## src/rtl/paralelo_serial_flujo_pkg.sv

```systemverilog
// Shared constants for the serialiser/deserialiser pair: default word width,
// K28.5 comma codes and the bit-counter width helper.
package paralelo_serial_flujo_pkg;
  localparam int         ANCHO_DEF = 10;
  localparam logic [9:0] K28_5_RDN = 10'b0011111010;
  localparam logic [9:0] K28_5_RDP = 10'b1100000101;

  function automatic int ancho_cuenta(input int n);
    return (n > 1) ? $clog2(n) : 1;
  endfunction
endpackage

```

## src/rtl/paralelo_serial_flujo_if.sv

```systemverilog
// Producer-side handshake plus serial line outputs of the serialiser.
interface paralelo_serial_flujo_if #(
  parameter int ANCHO = paralelo_serial_flujo_pkg::ANCHO_DEF
);
  logic [ANCHO-1:0] entradas;
  logic             validEntrada;
  logic             listoEntrada;
  logic             salida;
  logic             inicioPalabra;
  logic             enviandoDatos;

  modport master (
    output entradas, validEntrada,
    input  listoEntrada, salida, inicioPalabra, enviandoDatos
  );
  modport slave (
    input  entradas, validEntrada,
    output listoEntrada, salida, inicioPalabra, enviandoDatos
  );
endinterface

```

## src/rtl/paralelo_serial_flujo_contador_modulo.sv

```systemverilog
// Free-running modulo-N counter with programmable reset value and a strobe
// that is high while the count sits on its last value.
module contador_modulo
  import paralelo_serial_flujo_pkg::*;
#(
  parameter int N       = ANCHO_DEF,
  parameter int ANCHO_C = ancho_cuenta(N),
  parameter int INICIO  = N - 1
) (
  input  logic               clk,
  input  logic               resetL,
  input  logic               en,
  output logic [ANCHO_C-1:0] cuenta,
  output logic               fin
);
  assign fin = (cuenta == ANCHO_C'(N - 1));

  always_ff @(posedge clk or negedge resetL) begin
    if (!resetL)  cuenta <= ANCHO_C'(INICIO);
    else if (en)  cuenta <= fin ? '0 : cuenta + ANCHO_C'(1);
  end
endmodule

```

## src/rtl/paralelo_serial_flujo.sv

```systemverilog
// Parallel-to-serial converter with a one-word holding buffer; frames are
// free-running and an idle pattern fills every frame with no pending data.
module paralelo_serial_flujo
  import paralelo_serial_flujo_pkg::*;
#(
  parameter int               ANCHO       = ANCHO_DEF,
  parameter bit               MSB_PRIMERO = 1'b0,
  parameter logic [ANCHO-1:0] PATRON_IDLE = ANCHO'(K28_5_RDN)
) (
  input logic                   clk,
  input logic                   resetL,
  paralelo_serial_flujo_if.slave bus
);
  localparam int CW = ancho_cuenta(ANCHO);

  logic [CW-1:0]    cuenta, pos;
  logic             frontera, listo, acepta, lleno;
  logic [ANCHO-1:0] buffer, palabra, carga;
  logic             salida_q, inicio_q, enviando_q;

  contador_modulo #(.N(ANCHO), .ANCHO_C(CW), .INICIO(ANCHO - 1)) u_cnt (
    .clk    (clk),
    .resetL (resetL),
    .en     (1'b1),
    .cuenta (cuenta),
    .fin    (frontera)
  );

  // Ready depends only on registers: a full buffer drains on the boundary edge.
  assign listo  = !lleno || frontera;
  assign acepta = bus.validEntrada && listo;
  assign carga  = lleno ? buffer : PATRON_IDLE;

  // Bit position carried by salida after the coming (non-boundary) edge.
  always_comb begin
    pos = cuenta + CW'(1);
    if (MSB_PRIMERO) pos = CW'(ANCHO - 2) - cuenta;
  end

  always_ff @(posedge clk or negedge resetL) begin
    if (!resetL) begin
      lleno      <= 1'b0;
      buffer     <= '0;
      palabra    <= '0;
      salida_q   <= 1'b0;
      inicio_q   <= 1'b0;
      enviando_q <= 1'b0;
    end else begin
      if (frontera) begin
        palabra    <= carga;
        enviando_q <= lleno;
        inicio_q   <= 1'b1;
        salida_q   <= MSB_PRIMERO ? carga[ANCHO-1] : carga[0];
      end else begin
        inicio_q   <= 1'b0;
        salida_q   <= palabra[pos];
      end
      if (acepta) begin
        buffer <= bus.entradas;
        lleno  <= 1'b1;
      end else if (frontera) begin
        lleno  <= 1'b0;
      end
    end
  end

  assign bus.listoEntrada  = listo;
  assign bus.salida        = salida_q;
  assign bus.inicioPalabra = inicio_q;
  assign bus.enviandoDatos = enviando_q;
endmodule
```

## src/flat_wrapper.sv

```systemverilog
// flat-port wrapper written by rule: the top's interface ports become plain ports
module paralelo_serial_flujo_flat import paralelo_serial_flujo_pkg::*;
#(
  parameter int               ANCHO       = ANCHO_DEF,
  parameter bit               MSB_PRIMERO = 1'b0,
  parameter logic [ANCHO-1:0] PATRON_IDLE = ANCHO'(K28_5_RDN)
)
  (clk, resetL, bus_entradas, bus_validEntrada, bus_listoEntrada, bus_salida, bus_inicioPalabra, bus_enviandoDatos);
  paralelo_serial_flujo_if #(.ANCHO(ANCHO)) bus_i ();
  input logic clk;
  input logic resetL;
  input wire logic [$bits(bus_i.entradas)-1:0] bus_entradas;
  input wire logic [$bits(bus_i.validEntrada)-1:0] bus_validEntrada;
  output wire logic [$bits(bus_i.listoEntrada)-1:0] bus_listoEntrada;
  output wire logic [$bits(bus_i.salida)-1:0] bus_salida;
  output wire logic [$bits(bus_i.inicioPalabra)-1:0] bus_inicioPalabra;
  output wire logic [$bits(bus_i.enviandoDatos)-1:0] bus_enviandoDatos;
  assign bus_i.entradas = bus_entradas;
  assign bus_i.validEntrada = bus_validEntrada;
  assign bus_listoEntrada = bus_i.listoEntrada;
  assign bus_salida = bus_i.salida;
  assign bus_inicioPalabra = bus_i.inicioPalabra;
  assign bus_enviandoDatos = bus_i.enviandoDatos;
  paralelo_serial_flujo #(.ANCHO(ANCHO), .MSB_PRIMERO(MSB_PRIMERO), .PATRON_IDLE(PATRON_IDLE)) u_core (.clk(clk), .resetL(resetL), .bus(bus_i));
endmodule
```

## config.mk

```make
export PLATFORM = sky130hd
export DESIGN_NAME = paralelo_serial_flujo_flat
export DESIGN_NICKNAME = d
export VERILOG_FILES = /design/src/rtl/paralelo_serial_flujo_pkg.sv /design/src/rtl/paralelo_serial_flujo_if.sv /design/src/rtl/paralelo_serial_flujo_contador_modulo.sv /design/src/rtl/paralelo_serial_flujo.sv /design/src/flat_wrapper.sv
export SDC_FILE = /design/constraint.sdc
export NUM_CORES = 1
export LEC_CHECK = 0
export ABC_AREA = 1
export CORE_MARGIN = 2
export CORE_UTILIZATION = 25
export DETAILED_ROUTE_END_ITERATION = 10
export SLEW_MARGIN = 30
export SYNTH_ARGS = -nofsm -noshare
export SYNTH_HDL_FRONTEND = slang
export SYNTH_SLANG_ARGS = --single-unit
```

## constraint.sdc

```tcl
create_clock -name clk -period 4.4 [get_ports clk]
set_clock_uncertainty 0.1 [all_clocks]
set_input_delay 0.88 -clock clk [delete_from_list [all_inputs] [get_ports clk]]
set_output_delay 0.88 -clock clk [all_outputs]
set_load 0.01 [all_outputs]
```

==> metrics <==
outcome completed; relative slew slack 76.6%; max-cap violation count 0; vias in the first global route 893; pwr/cell area 396 nW/µm²; DR top layer met4; Synth cell types 24; Clock transition at path regs 90 ps; clock buffer depth 2; HPWL Detailed 1570 µm; Hold Crit Class reg2reg; 1st-pass router iterations 4; Setup crit end kind primary output; Std-Cell Rows 25; initial antenna violation count 0; synthesized area per cell 9.55 µm²; register bit count reported by yosys 28; fin util 32.6%; CP max FO 11; CP Class reg2out; Setup TNS 0 ps; first-pass GRT wire length 3980 µm; DRC viols 0; Post-Syn Instances 130; cell area after synthesis 1240 µm²; post-CTS sizing 0; crit path time final 3100 ps; static leakage 0.739 nW; final hold viol count 0; RSZ-0062 raised after global routing no; commonest non-fill, non-tap cell in the layout nand2_1; Post-DRT Antenna Nets 0; clock root buffer master clkbuf_8; Via-to-Cell Ratio 4.05; clock latency on the worst-skew pair 280 ps; TritonCTS buffer count 3; layout cells sized above 1 11.4%; sequential area share after synthesis 56.7%; synth top area cells dfrtp_1 52%, nand2_1 8.5%, nand3_1 5.6%, inv_1 5.1%, dfstp_2 4.2%; full die area 5540 µm²; YS warnings 0; Starting Density 26.1%; final setup violation count 0; Layout Nets 165; Yosys top cell by area dfrtp_1; worst path required time 3420 ps; Worst Max-Slew Pin Slew 351 ps; WL per Instance 9.88 µm; Min Hold Slack 390 ps; main flop type after synthesis dfrtp_1; fmax 323 MHz; Setup Buffers After CTS 0; Synth top area share 52.4%; core box area 4750 µm²; Final Cell Area 1550 µm²; CTS HTree Levels 1; Die Y-Extent 74.5 µm; metal2 WL 954 µm; Layout area overhead 24.7%; Tcrit/Tclk final 70.4%; PortBufs 16; startpoint types flop; most frequent cells in the layout 28 x nand2_1, 26 x dfrtp_1, 17 x inv_1, 16 x clkdlybuf4s50_1, 14 x nand3_1; CP Data Arrival Time 2120 ps; die width 74.5 µm; total placed cells including tap cells 212; post-cts hold buffer count 0; ys async rst share 100%; Synthesized Nets 145; Final Max Tran Viols 0; DR vias 875; Initial DRC Count 46; gr usage total 9.41%; DR WL met3 107 µm; I/O pin count 17; ANT cells 0; gp weighted congestion 0.889; largest net degree at the start of global routing 29; wire length on met1 1040 µm; Sink Count 28; number of synthesized flops with an enable pin 0; GRT Residual Overflow 0; Peak VDD IR 227 µV; CTS tree yes; Finished Layout Cells 216; Post-DP Area 1480 µm²; final wirelength 2130 µm
worst max-delay path, cell delays in order (launching register included):
cell and delay [ps]:
dfstp_2 640, ha_1 190, nand2_2 90, nor2_8 170
inv_4 100, nand2_8 90, clkdlybuf4s50_1 540
worst paths after layout:
path | startpoint | to | slack (ps) | cells after the start
max | u_core.u_cnt.cuenta[0] | bus_listoEntrada | 1300 | 6
min | u_core.buffer[0] | u_core.buffer[0] | 390 | 2
max reg2reg | u_core.u_cnt.cuenta[0] | u_core.buffer[3] | 2570 | 8
min reg2reg | u_core.buffer[0] | u_core.buffer[0] | 390 | 2
max in group asynchronous | resetL | u_core.u_cnt.cuenta[0] | 3020 | 2
min in group asynchronous | resetL | u_core.bus.inicioPalabra | 880 | 2
stage by stage:
step	total power [W]	setup WS, ps
2_1_floorplan	0.000377	2350
3_3_place_gp	0.000417	1630
3_5_place_dp	0.000417	1600
4_1_cts	0.000619	1280
5_1_grt	0.000649	1180
6_report	0.000612	1300
final cells by class:
class | count | area, µm²
sequential | 28 | 703
fill | 520 | 3210
clock inverter | 1 | 30.0
multi-input combinational | 81 | 448
clock buffer | 3 | 41.3
tap | 67 | 83.8
timing repair buffer | 17 | 168
inverter | 19 | 73.8
metal layers:
metal | global-route usage, % | up-vias
li1 | - | 449
met1 | 12.5 | 399
met2 | 14.5 | 23
met3 | 2.85 | 4
met4 | 3.57 | 0
met5 | 0 | -
flip-flops by register name, indices dropped and copies added, names as in the netlist:
| name | cells |
|---|---|
| u_core.u_cnt.cuenta | 4 |
| u_core.buffer | 10 |
| u_core.lleno | 1 |
| u_core.bus.enviandoDatos | 1 |
| u_core.bus.salida | 1 |
| u_core.bus.inicioPalabra | 1 |
| u_core.palabra | 10 |
kinds of logic (layout without fill, tap and decap cells):
| logic type | after synthesis | count (layout) | share of synthesized area, % |
|---|---|---|---|
| buf+inv | 21 | 40 | 7.26 |
| compound gates | 16 | 16 | 8.57 |
| flops | 28 | 28 | 56.7 |
| fa+ha+maj | 2 | 2 | 2.02 |
| simple gates | 59 | 59 | 22.7 |
| xor+xnor | 4 | 4 | 2.82 |
power by group:
part	switching (W)	internal (W)	total, W
sequential	0.0000166	0.000301	0.000318
clock	0.0000800	0.000122	0.000202
combinational	0.0000526	0.0000397	0.0000923
Yosys cell counts (2+ instances only):
library cell  instances
ha_1                  2
nand2_1              28
dfstp_2               2
nor2_1               13
dfrtp_1              26
a21oi_1               4
o21ai_0               2
nand3_1              14
inv_1                17
xnor2_1               2
a21oi_2               4
a22oi_1               3
xor2_1                2
Power figures use the tool's default switching activity.
